`config.mk`:
```
export PLATFORM = sky130hd
export DESIGN_NAME = basamak_tarayici
export DESIGN_NICKNAME = d
export VERILOG_FILES = /design/src/rtl/basamak_tarayici.sv
export SDC_FILE = /design/constraint.sdc
export NUM_CORES = 1
export LEC_CHECK = 0
export ABC_AREA = 1
export CORE_MARGIN = 2
export CORE_UTILIZATION = 52
export CTS_BUF_LIST = sky130_fd_sc_hd__clkbuf_8
export DETAILED_ROUTE_END_ITERATION = 6
export PLACE_DENSITY = 0.81
export SYNTH_ARGS = -nofsm -noshare
export SYNTH_HDL_FRONTEND = slang
export SYNTH_SLANG_ARGS = --single-unit
```
`constraint.sdc`:
```
create_clock -name clk -period 2 [get_ports clk]
set_input_delay 0.4 -clock clk [delete_from_list [all_inputs] [get_ports clk]]
set_output_delay 0.4 -clock clk [all_outputs]
set_load 0.005 [all_outputs]
```
`src/rtl/basamak_tarayici.sv`:
```
// Multi-cycle bit-position finder: captures a W-bit word and scans STEP bits per clock,
// reporting the lowest (mod=0) or highest (mod=1) set bit index, or W for an all-zero word.
module basamak_tarayici #(
    parameter int W    = 16,
    parameter int STEP = 4,
    localparam int G   = W / STEP,
    localparam int BW  = $clog2(W + 1)
) (
    input  logic          clk,
    input  logic          rst,
    input  logic          start,
    input  logic          mod,
    input  logic [W-1:0]  sayi,
    output logic          hazir,
    output logic          bitti,
    output logic [BW-1:0] basamak,
    output logic          sifir
);
    localparam int GW = (G > 1) ? $clog2(G) : 1;

    typedef enum logic {BOS = 1'b0, TARA = 1'b1} state_t;

    state_t        state_q, state_d;
    logic [GW-1:0] g_q, g_d;
    logic [W-1:0]  word_q, word_d;
    logic          mod_q, mod_d;
    logic [BW-1:0] basamak_q, basamak_d;
    logic          sifir_q, sifir_d;
    logic          bitti_q, bitti_d;

    logic [BW-1:0]   g_off, base, idx;
    logic [W-1:0]    shifted;
    logic [STEP-1:0] grp;
    logic            hit, last;

    always_ff @(posedge clk) begin
        if (rst) begin
            state_q   <= BOS;
            g_q       <= '0;
            word_q    <= '0;
            mod_q     <= 1'b0;
            basamak_q <= '0;
            sifir_q   <= 1'b0;
            bitti_q   <= 1'b0;
        end else begin
            state_q   <= state_d;
            g_q       <= g_d;
            word_q    <= word_d;
            mod_q     <= mod_d;
            basamak_q <= basamak_d;
            sifir_q   <= sifir_d;
            bitti_q   <= bitti_d;
        end
    end

    // Group base: LSB end upward for mod=0, MSB end downward for mod=1.
    always_comb begin
        g_off   = BW'(g_q) * BW'(STEP);
        base    = mod_q ? (BW'(W - STEP) - g_off) : g_off;
        shifted = word_q >> base;
        grp     = shifted[STEP-1:0];
        hit     = |grp;
        last    = (g_q == GW'(G - 1));
        idx     = '0;
        if (mod_q) begin
            for (int i = 0; i < STEP; i++)
                if (grp[i]) idx = BW'(i);
        end else begin
            for (int i = STEP - 1; i >= 0; i--)
                if (grp[i]) idx = BW'(i);
        end
    end

    always_comb begin
        state_d   = state_q;
        g_d       = g_q;
        word_d    = word_q;
        mod_d     = mod_q;
        basamak_d = basamak_q;
        sifir_d   = sifir_q;
        bitti_d   = 1'b0;
        case (state_q)
            BOS: begin
                if (start) begin
                    word_d  = sayi;
                    mod_d   = mod;
                    g_d     = '0;
                    sifir_d = 1'b0;
                    state_d = TARA;
                end
            end
            TARA: begin
                if (hit) begin
                    basamak_d = base + idx;
                    sifir_d   = 1'b0;
                    bitti_d   = 1'b1;
                    state_d   = BOS;
                end else if (last) begin
                    basamak_d = BW'(W);
                    sifir_d   = 1'b1;
                    bitti_d   = 1'b1;
                    state_d   = BOS;
                end else begin
                    g_d = g_q + 1'b1;
                end
            end
            default: state_d = BOS;
        endcase
    end

    assign hazir   = (state_q == BOS);
    assign bitti   = bitti_q;
    assign basamak = basamak_q;
    assign sifir   = sifir_q;
endmodule
```
==> impl_results.md, run 1 <==
* Status: finished, final reports clean
* Clock latency at the later pin of the worst-skew pair at 270 ps
* Post-Syn Instances at 201
* Largest net degree at the start of global routing at 37
* Share of cells above drive strength 1 at 6.987%
* Clock root buffer: clkbuf_8
* I/O Buffers at 27
* Main synth FF type: dfxtp_1
* Vias in the first global route at 1293
* Slew margin rel. at 64.49%
* GRT Util Overall at 23.46%
* Pre-antenna DRT Iters at 4
* Synth top area share at 40.07%
* Final hold violations at 0
* CTS Hold Bufs at 0
* Crit path DAT at 1940 ps
* Netlist cell types at 18
* First-pass GRT wire length at 5154 µm
* Gr ovfl total at 0
* Reg2Reg Setup Slack at 230 ps
* Layout area overhead at 27.74%
* Initial core utilization at 54.44%
* Post-synth top cells: nand2_1 (45), nand3_1 (36), dfxtp_1 (27), o21ai_0 (21), a21oi_1 (20)
* Final setup vio count at 0
* Critical Path RT at 2170 ps
* Post-CTS sizing at 0
* Initial antenna violation count at 0
* Worst vdd ir at 0.4774 mV
* Reg area at 540.5 µm²
* H-tree depth at 1
* Synthesis Warnings at 0
* Critical Path Fanout Max at 15
* CTS sink cnt at 27
* Slew Limit Fails at 0
* Final worst setup slack at 227.2 ps
* Setup TNS at 0 ps
* Seq/Total Area, Yosys at 40.07%
* Num CTS Buffers at 3
* Dpl cells at 255
* Worst-margin pin slew at 532.1 ps
* Area leader, netlist: dfxtp_1
* # fillers at 202
* Clk_skew at 2.489 ps
* DR WL/cell at 12.05 µm
* Pre-CTS setup slack at 144.5 ps
* CP Capture Type: register
* Worst setup path class: register to register
* Die span in y at 54.93 µm
* RSZ-0062 raised after global routing: false
* Chip Width at 54.93 µm
* DP Wirelength at 2306 µm
* FP Rows at 18
* Async set-reset flop share out of synthesis at 0%
* CP dominant cell by count: nand2_1
* Hold/Removal Path Class: register to register
* Number of enable flip-flop cells after synthesis at 0
* Number of max-cap violations at 0
* Syn_area_per_cell at 6.710 µm²
* Startpoint types: register
* Total power draw at 1.239 mW
* Post-CTS Setup Inserts at 0
* I/O pins at 28
* Top post-synthesis cells by area: dfxtp_1 (40%), nand3_1 (13%), nand2_1 (13%), o21ai_0 (7.8%), a21oi_1 (7.4%)
* Die footprint at 3017 µm²
* Placeable Area at 2477 µm²
* DRT iter0 DRCs at 60
* Nets at 251
* CTS tree: done
* Flops & latches, synth at 27
* Syn Nets at 222
* Longest Clk Path Bufs at 2
* Post-Syn Area at 1349 µm²
* Critical path cell sequence: inv_1, nand2_4, nand2_4, nand2_1, nand3_1, nand2_1, nand2_1, nor2_4, nand2_2, a21oi_1, nor2_1
* Final ANT Viol Nets at 0
* Pwr/cell area at 719.2 nW/µm²
* Multi-input logic area at 716.9 µm²
* Antenna cells at 0
* Worst-path clk slew at 90 ps
* Fmax at 0.5641 GHz
* Largest stage delay, worst path at 410 ps
* WP buf/inv at 1
* Vias at 1415
* DRT Wirelength at 3122 µm
* Fin Hold WS at 479.3 ps
* CP top delay family: simple AND/OR/NAND/NOR gates
* Worst path slowest cell: dfxtp_1
* Vias per std cell at 5.463
* Most common cell in the synthesized netlist: nand2_1
* Fin cells at 259
* DRC errors left at 0
* Crit path time final at 1773 ps
* Gp weighted congestion at 0.9098
* Leakage power at 0.7542 nW
* Post-route clock period utilization at 88.64%
final timing paths:
| kind | start | end | cells past startpoint |
|---|---|---|---|
| worst max-delay path | g_q[0]$_SDFFE_PP0P_ | g_q[0]$_SDFFE_PP0P_ | 11 |
| worst min-delay path | word_q[4]$_SDFFE_PP0P_ | word_q[4]$_SDFFE_PP0P_ | 2 |
| worst max register to register | g_q[0]$_SDFFE_PP0P_ | g_q[0]$_SDFFE_PP0P_ | 11 |
| worst min register to register | word_q[4]$_SDFFE_PP0P_ | word_q[4]$_SDFFE_PP0P_ | 2 |
kinds of logic after synthesis:
logic type | Yosys count | synth area share (%)
flops | 27 | 40.07
xor+xnor | 2 | 1.856
compound gates | 41 | 15.21
buf+inv | 28 | 8.348
fa+ha+maj | 1 | 0.9275
simple gates | 102 | 33.58
routing by layer:
metal	routed length (µm)	part of all wire, %	track usage [%]	up-vias
li1	-	-	-	720
met1	1323	42	28.21	638
met2	1575	50	42.06	47
met3	163	5.2	2.419	10
met4	59	1.9	10.16	0
met5	0	0	0	-
tightest hold or removal path: stages, from the launching register on:
cell and delay, ps:
dfxtp_1 320, inv_1 60, a21oi_1 50
power by group:
group	switching, mW	internal (mW)	total, mW
Sequential	0.0247	0.578	0.602
Clock	0.165	0.138	0.303
Combinational	0.194	0.140	0.334
Total	0.384	0.856	1.24
layout by cell type (no fill, tap or decap), types with 2 or more instances in the layout:
| master | instances |
|---|---|
| inv_1 | 20 |
| nor2_1 | 13 |
| clkdlybuf4s50_1 | 27 |
| dfxtp_1 | 27 |
| nand3_1 | 36 |
| nand2_4 | 2 |
| nand2_1 | 45 |
| a21oi_1 | 20 |
| nand2_2 | 2 |
| clkbuf_8 | 3 |
| buf_4 | 5 |
| o21ai_0 | 21 |
through the flow:
step | cell area [µm²] | util (%)
2_1_floorplan | 1349 | -
3_3_place_gp | 1657 | 66.87
3_5_place_dp | 1657 | 66.87
4_1_cts | 1702 | 68.69
5_1_grt | 1723 | 69.55
6_report | 1723 | 69.55
layout make-up:
cell class                      count  area share (%)
Sequential cell                    27           31.37
Multi-Input combinational cell    146           41.61
Clock inverter                      1          0.2179
Clock buffer                        3           2.397
Tap cell                           30           2.179
Inverter                           20           4.357
Timing Repair Buffer               32           17.86
sequential cells by signal (all words and copies together) (netlist names):
register / flops
bitti: 1
mod_q: 1
sifir: 1
basamak: 5
word_q: 16
g_q: 2
state_q: 1
Note: power is estimated with default switching activity, not from simulation.
==> run 2, diff against run 1 <==
--- a/config.mk
+++ b/config.mk
@@ -6,6 +6,7 @@
 export NUM_CORES = 1
 export LEC_CHECK = 0
 export ABC_AREA = 1
+export CAP_MARGIN = 20
 export CORE_MARGIN = 2
 export CORE_UTILIZATION = 52
 export CTS_BUF_LIST = sky130_fd_sc_hd__clkbuf_8
==> constraint.sdc (replaced) <==
create_clock -name clk -period 1.7 [get_ports clk]
set_input_delay 0.34 -clock clk [delete_from_list [all_inputs] [get_ports clk]]
set_output_delay 0.34 -clock clk [all_outputs]
set_load 0.005 [all_outputs]
==> run 2 against run 1 <==
- the flow now finishes with violations (setup timing)
- register-to-register slack worse by 240 ps
- worst setup slack got worse by 240 ps
- maximum frequency grew 3.2%
- combinational power increased by 44%
- total power up 25%
- via count is 5.0% higher
==> impl_results.md, run 2 (same netlist as run 1, synthesis figures left out) <==
* Status: finished, violations left
* Violated checks: setup timing
* Slew margin rel. at 81.68%
* Longest Clk Path Bufs at 2
* RR Endpoint: g_q[0]$_SDFFE_PP0P_
* Critical Path RT at 1870 ps
* Worst vdd ir at 0.6748 mV
* H-tree depth at 1
* DRC errors left at 0
* Crit path time final at 1717 ps
* Layout area overhead at 39.98%
* Pwr/cell area at 821.5 nW/µm²
* Critical Path Fanout Max at 5
* # fillers at 204
* Slew Limit Fails at 0
* Vias per std cell at 5.504
* Gp weighted congestion at 0.9564
* Num CTS Buffers at 3
* DRT Wirelength at 3755 µm
* Clock latency at the later pin of the worst-skew pair at 270 ps
* Reg area at 549.3 µm²
* Worst-margin pin slew at 274.8 ps
* Leakage power at 0.8308 nW
* Placeable Area at 2477 µm²
* Met1 Use GR at 31.21%
* Multi-input logic area at 749.5 µm²
* Final ANT Viol Nets at 0
* Share of cells above drive strength 1 at 16.25%
* Leading cell types in the layout, fill and taps excluded: nand2_1 (39), nand3_1 (35), clkdlybuf4s50_1 (27)
* Chip Width at 54.93 µm
* Initial core utilization at 54.44%
* CTS tree: done
* Vias at 1486
* RSZ-0062 raised after global routing: true
* Number of max-cap violations at 0
* Pre-CTS setup slack at -96.33 ps
* CTS sink cnt at 27
* Gr ovfl total at 0
* GRT Max-Usage Layer: met2
* Setup crit end: g_q[0]$_SDFFE_PP0P_
* Startpoint types: register
* R2R depth at 12
* Worst-path clk slew at 90 ps
* Max reg flops at 16
* Die span in y at 54.93 µm
* Final setup vio count at 2
* DRT iter0 DRCs at 57
* DP Wirelength at 2536 µm
* Design area at 1888 µm²
* I/O pins at 28
* Hold/Removal Path Class: register to register
* CP Capture Type: register
* Crit path DAT at 1890 ps
* Met2 GRT Util at 44.64%
* Initial antenna violation count at 0
* Reg2Reg Setup Slack at -20 ps
* Largest net degree at the start of global routing at 37
* Worst setup path class: register to register
* First-pass GRT wire length at 5561 µm
* I/O Buffers at 27
* Die footprint at 3017 µm²
* Antenna cells at 0
* Pre-antenna DRT Iters at 4
* Placed cell areas at 1757 µm²
* Leading cell type in the layout, fill and taps excluded: nand2_1
* Largest Register: word_q
* GR Layer Usage met3 at 4.032%
* Clk_skew at 2.092 ps
* Clock root buffer: clkbuf_8
* Vias in the first global route at 1325
* CTS Hold Bufs at 0
* FP Rows at 18
* DR WL/cell at 13.91 µm
* GRT Util Overall at 25.37%
* Post-route clock period utilization at 101.0%
* Crit Reg-Reg Startpoint: mod_q$_SDFFE_PP0P_
* CP startpoint: mod_q$_SDFFE_PP0P_
* Final hold violations at 0
* Fmax at 0.5823 GHz
* Nets at 262
* Final worst setup slack at -17.24 ps
==> run 2: changes by cell type in the layout (fill, tap and decap cells not counted), moves of 2 or more <==
cell,delta
dfxtp_4,+2
nand2_1,-6
buf_4,+7
nand2_2,+6
buf_12,+3
dfxtp_1,-3
==> run 2: metrics by stage <==
stage / utilization [%] / power, mW / instances / hold WS (ps) / setup TNS, ps
final: 76.21 / 1.551 / 270 / 476.2 / -32.10
after floorplan: - / 0.9782 / 201 / 409.1 / 0
after global routing: 76.21 / 1.636 / 270 / 496.2 / -673.2
after CTS: 73.43 / 1.505 / 269 / 470.6 / 0
after detailed placement: 70.91 / 1.154 / 265 / 456.6 / -509.4
after global placement: 70.91 / 1.140 / 265 / 458.2 / -73.61
==> run 2: metal layers <==
metal  vias up  part of all wire (%)
met3        12                   7.2
met5         -                     0
met1       676                    40
met4         0                   3.3
met2        62                    50
li1        736                     -
==> run 2: how the worst min path moves through the flow <==
stage | startpoint | endpoint | slack [ps] | cells after the start
6_report | word_q[12]$_SDFFE_PP0P_ | word_q[12]$_SDFFE_PP0P_ | 480 | 2
3_5_place_dp | word_q[12]$_SDFFE_PP0P_ | word_q[12]$_SDFFE_PP0P_ | 460 | 2
2_1_floorplan | rst | basamak[0]$_SDFFE_PP0P_ | 410 | 1
3_3_place_gp | word_q[10]$_SDFFE_PP0P_ | word_q[10]$_SDFFE_PP0P_ | 460 | 2
5_1_grt | word_q[8]$_SDFFE_PP0P_ | word_q[8]$_SDFFE_PP0P_ | 500 | 2
4_1_cts | word_q[12]$_SDFFE_PP0P_ | word_q[12]$_SDFFE_PP0P_ | 470 | 2
==> run 2: area by class of cell <==
type	count	share of cell area (%)
clock inverters	1	0.1988
flip-flops and latches	27	29.09
inverters	20	3.976
well taps	30	1.988
multi-input cells	146	39.70
repair buffers	43	22.86
clock buffers	3	2.187
==> run 2: worst max-delay path: stages, from the launching register on <==
cell     delay [ps]
dfxtp_4         420
inv_2            70
buf_4           160
nand2_2          80
nand2_2          70
nand2_1          80
nand3_2         100
nand2_1         130
nand2_2          70
nor2_4          150
nand2_2         100
a21oi_1         140
nor2_1           50
==> run 2: where the power goes <==
| group | total [mW] | leakage (nW) | internal, mW | switching (mW) |
|---|---|---|---|---|
| Combinational | 0.481 | 0.580 | 0.218 | 0.263 |
| Sequential | 0.713 | 0.224 | 0.679 | 0.0333 |
| Clock | 0.357 | 0.0269 | 0.162 | 0.195 |
| Total | 1.55 | 0.831 | 1.06 | 0.491 |
==> run 2: what timing repair did <==
action / CTS / global route
gates cloned: 0 / 0
resized for setup: 5 / 13
buffers inserted: 0 / 1
hold endpoints to repair: 0 / 0
endpoints found under the setup margin: 9 / 9
pin swaps: 0 / 3
